===== config.mk =====
export PLATFORM = sky130hd
export DESIGN_NAME = rr_arb_1hot
export DESIGN_NICKNAME = d
export VERILOG_FILES = /design/src/rtl/rr_arb_1hot.sv
export SDC_FILE = /design/constraint.sdc
export NUM_CORES = 1
export LEC_CHECK = 0
export CORE_MARGIN = 10
export CORE_UTILIZATION = 47
export CTS_CLUSTER_SIZE = 30
export DETAILED_ROUTE_END_ITERATION = 6
export DONT_BUFFER_PORTS = 1
export HOLD_SLACK_MARGIN = 0.06
export PLACE_DENSITY = 0.73
export SYNTH_ARGS = -nofsm -noshare
export SYNTH_HDL_FRONTEND = slang
export SYNTH_SLANG_ARGS = --single-unit

===== constraint.sdc =====
create_clock -name clk -period 3.8 [get_ports clk]
set_input_delay 0.57 -clock clk [delete_from_list [all_inputs] [get_ports clk]]
set_output_delay 0.57 -clock clk [all_outputs]
set_load 0.005 [all_outputs]

===== src/rtl/rr_arb_1hot.sv =====
// rtl/rr_arb_1hot.sv - round-robin arbiter with held one-hot grant for Mux1hot select
//
// Ports:
//   clk        in   clock; all state updates on the rising edge
//   rst        in   asynchronous, active-high reset
//   req        in   [N]      request vector, one bit per source
//   done       in   owner finished its transaction (looked at only while granting)
//   gnt        out  [N]      registered one-hot (or zero) grant, drives Mux1hot sel
//   gnt_valid  out  registered OR of gnt
//   gnt_idx    out  [IDX_W]  binary index of the granted source, 0 when idle
//   timeout    out  one-cycle pulse after a grant is force-released by MAX_HOLD

module rr_arb_1hot #(
  parameter int N        = 8,
  parameter int IDX_W    = $clog2(N),
  parameter int MAX_HOLD = 0
) (
  input  logic             clk,
  input  logic             rst,
  input  logic [N-1:0]     req,
  input  logic             done,
  output logic [N-1:0]     gnt,
  output logic             gnt_valid,
  output logic [IDX_W-1:0] gnt_idx,
  output logic             timeout
);

  // Hold counter only has to reach MAX_HOLD-1; it saturates at all-ones.
  localparam int HC_W = (MAX_HOLD < 2) ? 1 : $clog2(MAX_HOLD);
  localparam logic [HC_W-1:0]  HOLD_LAST = HC_W'((MAX_HOLD > 0) ? (MAX_HOLD - 1) : 0);
  localparam logic [IDX_W-1:0] LAST_IDX  = IDX_W'(N - 1);

  typedef enum logic {
    S_IDLE  = 1'b0,
    S_GRANT = 1'b1
  } state_t;

  state_t           state_q;
  logic [IDX_W-1:0] ptr_q;
  logic [HC_W-1:0]  hold_cnt_q;
  logic [N-1:0]     gnt_q;
  logic             gnt_valid_q;
  logic [IDX_W-1:0] gnt_idx_q;
  logic             timeout_q;

  // Returns {found, index} of the first requester at or after base,
  // wrapping modulo N. The request vector is rotated so that base lands on
  // bit 0; the lowest set bit of the rotated vector is then the winner.
  function automatic logic [IDX_W:0] rr_pick(input logic [N-1:0] r,
                                             input logic [IDX_W-1:0] base);
    logic [2*N-1:0] dbl;
    logic [N-1:0]   rot;
    logic [IDX_W:0] res;
    int             sum;
    dbl = {r, r} >> base;
    rot = dbl[N-1:0];
    res = '0;
    sum = 0;
    // Descending scan so the last hit kept is the lowest rotated position.
    for (int i = N - 1; i >= 0; i--) begin
      if (rot[i]) begin
        sum = int'(base) + i;
        if (sum >= N) sum = sum - N;
        res = {1'b1, sum[IDX_W-1:0]};
      end
    end
    return res;
  endfunction

  function automatic logic [N-1:0] to_onehot(input logic [IDX_W-1:0] idx);
    return N'(1) << idx;
  endfunction

  logic [IDX_W-1:0] owner;
  logic             owner_req;
  logic [IDX_W-1:0] next_ptr;
  logic             hold_hit;
  logic             release_now;
  logic [IDX_W:0]   pick_idle;
  logic [IDX_W:0]   pick_rel;

  always_comb begin
    owner       = gnt_idx_q;
    owner_req   = req[owner];
    next_ptr    = (owner == LAST_IDX) ? '0 : owner + IDX_W'(1);
    hold_hit    = (MAX_HOLD != 0) && (hold_cnt_q == HOLD_LAST);
    release_now = (state_q == S_GRANT) && (done || !owner_req || hold_hit);
    // Idle arbitration uses the stored pointer; a release arbitrates with the
    // pointer it is about to install, so the handover has no idle bubble.
    pick_idle   = rr_pick(req, ptr_q);
    pick_rel    = rr_pick(req, next_ptr);
  end

  always_ff @(posedge clk or posedge rst) begin
    if (rst) begin
      state_q     <= S_IDLE;
      ptr_q       <= '0;
      hold_cnt_q  <= '0;
      gnt_q       <= '0;
      gnt_valid_q <= 1'b0;
      gnt_idx_q   <= '0;
      timeout_q   <= 1'b0;
    end else begin
      timeout_q <= 1'b0;
      case (state_q)
        S_IDLE: begin
          if (pick_idle[IDX_W]) begin
            gnt_q       <= to_onehot(pick_idle[IDX_W-1:0]);
            gnt_idx_q   <= pick_idle[IDX_W-1:0];
            gnt_valid_q <= 1'b1;
            hold_cnt_q  <= '0;
            state_q     <= S_GRANT;
          end
        end
        S_GRANT: begin
          if (release_now) begin
            ptr_q      <= next_ptr;
            hold_cnt_q <= '0;
            // Only a pure hold-limit release is reported.
            timeout_q  <= hold_hit && !done && owner_req;
            if (pick_rel[IDX_W]) begin
              gnt_q     <= to_onehot(pick_rel[IDX_W-1:0]);
              gnt_idx_q <= pick_rel[IDX_W-1:0];
            end else begin
              gnt_q       <= '0;
              gnt_idx_q   <= '0;
              gnt_valid_q <= 1'b0;
              state_q     <= S_IDLE;
            end
          end else if (hold_cnt_q != '1) begin
            hold_cnt_q <= hold_cnt_q + HC_W'(1);
          end
        end
        default: state_q <= S_IDLE;
      endcase
    end
  end

  assign gnt       = gnt_q;
  assign gnt_valid = gnt_valid_q;
  assign gnt_idx   = gnt_idx_q;
  assign timeout   = timeout_q;

endmodule


==> metrics.txt <==
# TYPE chip_impl_metric gauge
chip_impl_info{name="critical_path.most_common_cell",value="a221o_1"} 1
chip_impl_metric{name="synth.lib_cells_used.distinct",unit=""} 67
chip_impl_metric{name="insertion_delay",unit="ps"} 250
chip_impl_info{name="cts.root.buffer_cell",value="clkbuf_8"} 1
chip_impl_metric{name="worst_setup_hold_path_clk_slew",unit="ps"} 60
chip_impl_metric{name="fp.coreArea",unit="µm²"} 5540
chip_impl_metric{name="wl_per_cell",unit="µm"} 19.8
chip_impl_metric{name="fin_crit_sh",unit="%"} 90.2
chip_impl_metric{name="timing.max_cap.violations",unit=""} 0
chip_impl_metric{name="synth-compound-area-share",unit="%"} 23.5
chip_impl_metric{name="finalWeightedCongestion",unit=""} 0.930
chip_impl_metric{name="placement.io_buffers",unit=""} 0
chip_impl_metric{name="antenna_cells_inserted",unit=""} 0
chip_impl_metric{name="seq_area_frac_synth",unit="%"} 14.9
chip_impl_metric{name="cts_htree_levels",unit=""} 1
chip_impl_metric{name="ys_ff_latch",unit=""} 16
chip_impl_info{name="grt_setup_unrepaired",value="no"} 1
chip_impl_metric{name="grt_first_pass_wirelength",unit="mm"} 11.6
chip_impl_metric{name="post_synth_instance_area",unit="µm²"} 2690
chip_impl_metric{name="fin_worst_hold_slack",unit="ps"} 268
chip_impl_metric{name="timing.fmax",unit="MHz"} 292
chip_impl_metric{name="clock-skew-final",unit="ps"} 2.51
chip_impl_info{name="crit_chain",value="ha_1, buf_4, mux2i_1, mux4_2, nand2b_1, a21o_1, a221o_1, a22oi_4, nor2_1, a221o_1"} 1
chip_impl_metric{name="synthMuxAreaShare",unit="%"} 29.3
chip_impl_metric{name="drt_first_iter_violations",unit=""} 359
chip_impl_info{name="worst_hold_path_type",value="in2async"} 1
chip_impl_metric{name="final_hold_viol_count",unit=""} 0
chip_impl_metric{name="async_flop_share",unit="%"} 100
chip_impl_metric{name="worst_path_largest_cell_delay",unit="ps"} 610
chip_impl_metric{name="initial_core_util",unit="%"} 48.6
chip_impl_metric{name="drive_above_1_share",unit="%"} 22.1
chip_impl_metric{name="yosys.area.top_type_share",unit="%"} 15.1
chip_impl_metric{name="crit_path_max_fanout",unit=""} 12
chip_impl_metric{name="slew_violations",unit=""} 0
chip_impl_metric{name="slew-limit-headroom",unit="%"} 43.9
chip_impl_info{name="tritoncts_clock_tree",value="built"} 1
chip_impl_metric{name="synth-edff-count",unit=""} 0
chip_impl_metric{name="placed_cells",unit=""} 350
chip_impl_metric{name="final_core_utilization",unit="%"} 47.8
chip_impl_info{name="critical_path_end_type",value="flip-flop"} 1
chip_impl_metric{name="post_synth_xor_area_fraction",unit="%"} 0.325
chip_impl_info{name="setup.worst_path.class",value="reg2reg"} 1
chip_impl_metric{name="die_height",unit="µm"} 95.7
chip_impl_metric{name="layoutNonFillerInstCount",unit=""} 353
chip_impl_metric{name="floorplan.die_area",unit="µm²"} 9150
chip_impl_metric{name="netlist_instances",unit=""} 297
chip_impl_info{name="most_common_library_cell_in_the_layout_ignoring_fill_and_taps",value="nand2_1"} 1
chip_impl_metric{name="tritoncts.num_buffers",unit=""} 3
chip_impl_metric{name="pin_count_of_the_biggest_net_entering_global_routing",unit=""} 25
chip_impl_metric{name="first_pass_iters",unit=""} 5
chip_impl_metric{name="adder_cell_share_of_the_synthesized_area",unit="%"} 2.32
chip_impl_metric{name="synth_area_in_simple_gates",unit="%"} 19.1
chip_impl_metric{name="route.final.wire_length",unit="mm"} 7.00
chip_impl_metric{name="tritoncts_num_sinks",unit=""} 16
chip_impl_metric{name="summed_negative_setup_slack_over_all_endpoints",unit="ps"} 0
chip_impl_metric{name="route.vias.total",unit=""} 2444
chip_impl_info{name="ys.flop_type",value="dfrtp_1"} 1
chip_impl_metric{name="overall_routing_resource_usage",unit="%"} 15.3
chip_impl_metric{name="dpl.hpwl",unit="mm"} 5.32
chip_impl_metric{name="clock_path_buffers",unit=""} 2
chip_impl_metric{name="syn_area_per_cell",unit="µm²"} 9.06
chip_impl_metric{name="routed_via_density",unit=""} 6.92
chip_impl_metric{name="row_count",unit=""} 27
chip_impl_metric{name="synth_warnings",unit=""} 0
chip_impl_metric{name="fin_crit",unit="ps"} 3430
chip_impl_info{name="worst_path_dominant_cell_family",value="compound AO/OA/AOI/OAI gates"} 1
chip_impl_metric{name="detail-route-antenna-nets",unit=""} 0
chip_impl_info{name="synth_top_family_by_area",value="multiplexers"} 1
chip_impl_metric{name="post_synthesis_to_final_layout_area_growth",unit="%"} -1.53
chip_impl_metric{name="critical_path.n_buffers_inverters",unit=""} 1
chip_impl_info{name="cp_max_stage_cell",value="ha_1"} 1
chip_impl_info{name="setup.worst_path.start_class",value="flip-flop"} 1
chip_impl_metric{name="postCtsSetupRepairBufs",unit=""} 0
chip_impl_info{name="yosys.area.top_type",value="mux4_2"} 1
chip_impl_metric{name="synth_fp_nets",unit=""} 313
chip_impl_metric{name="grt_antenna_before_repair",unit=""} 0
chip_impl_metric{name="design.final.nets",unit=""} 299
chip_impl_metric{name="post-route-drc-count",unit=""} 0
chip_impl_metric{name="post_cts.resized_instances",unit=""} 0
chip_impl_metric{name="finalSetupViolations",unit=""} 0
chip_impl_metric{name="transition_at_the_pin_with_the_smallest_max_transition_slack",unit="ps"} 841
chip_impl_info{name="ys_top_cells_by_area",value="mux4_2, dfrtp_1, mux2i_1, mux2_2, nand2_1"} 1
chip_impl_metric{name="io_pins",unit=""} 24
chip_impl_info{name="most_frequent_cells_in_the_layout",value="nand2_1, mux4_2, mux2i_1"} 1
chip_impl_metric{name="cp.required",unit="ps"} 3930
chip_impl_metric{name="die_w",unit="µm"} 95.7
chip_impl_metric{name="gr-total-overflow",unit=""} 0
chip_impl_metric{name="timing.critical_path.arrival",unit="ps"} 3560
chip_impl_info{name="outcome",value="completed"} 1
chip_impl_metric{name="first_global_vias",unit=""} 2256
chip_impl_metric{name="hold_buffers",unit=""} 0
metrics by stage:
stage | setup WS [ps] | area [µm²]
after floorplan | 676 | 2690
after global placement | 469 | 2610
after detailed placement | 394 | 2610
after CTS | 384 | 2650
after global routing | 132 | 2650
final | 372 | 2650
per-layer routing:
metal  vias up  global-route usage (%)  part of all wire, %
met4         0                    3.93                  1.9
li1       1118                       -                    -
met5         -                       0                    0
met3        15                    1.57                  7.2
met2       133                    26.2                   49
met1      1178                    20.1                   42
cell type report:
class,count,area [µm²]
Fill cell,552,2890
Multi-Input combinational cell,242,2010
Sequential cell,16,400
Tap cell,72,90.1
Timing Repair Buffer,9,67.6
Clock buffer,3,41.3
Inverter,11,41.3
cell families (layout without fill, tap and decap cells):
family	Yosys count	count (layout)
buffers and inverters	39	23
AOI/OAI and AO/OA	82	82
other	1	1
xor gates and xnor gates	1	1
muxes	52	52
and+or+nand+nor	101	101
adders and majority gates	5	5
DFF	16	16
flip-flops by register name (all words and copies together) (netlist names):
signal / flops
ptr_q: 3
state_q: 1
gnt_valid: 1
gnt: 8
gnt_idx: 3
cell usage after synthesis (2+ instances only):
| master | number |
|---|---|
| inv_1 | 10 |
| a21o_1 | 2 |
| a32oi_1 | 3 |
| o22ai_1 | 2 |
| buf_2 | 8 |
| clkbuf_1 | 4 |
| nand2_1 | 32 |
| nor2_1 | 15 |
| buf_4 | 3 |
| a21oi_1 | 12 |
| nand3_1 | 12 |
| a211oi_1 | 9 |
| a221o_1 | 4 |
| o221ai_1 | 2 |
| o21ai_2 | 2 |
| o31ai_1 | 2 |
| nor4_1 | 3 |
| nor3b_1 | 4 |
| mux2_2 | 13 |
| mux2i_1 | 17 |
| mux4_2 | 18 |
| clkbuf_8 | 7 |
| dfrtp_1 | 16 |
| a211o_1 | 2 |
| nand2b_1 | 8 |
| o21ai_1 | 6 |
| nor3_1 | 6 |
| buf_6 | 3 |
| o211ai_1 | 6 |
| nand4_1 | 5 |
| nor2b_1 | 4 |
| nor2_2 | 2 |
| or2_2 | 3 |
| o21ai_0 | 15 |
| ha_1 | 5 |
worst paths after layout:
| path | startpoint | to | slack (ps) | depth (start not counted) |
|---|---|---|---|---|
| worst max-delay path | gnt_idx[1] | gnt[2] | 370 | 10 |
| worst min-delay path | rst | gnt[5] | 270 | 1 |
| worst max register to register | gnt_idx[1] | gnt[2] | 370 | 10 |
| worst min register to register | gnt[3] | gnt[3] | 530 | 2 |
| max in group asynchronous | rst | ptr_q[1] | 3150 | 1 |
| min in group clk | gnt[3] | gnt[3] | 530 | 2 |
Power is left out: the tool's default activity adds up to more than one toggle a clock period on the data nets, which glitch-free logic cannot reach.
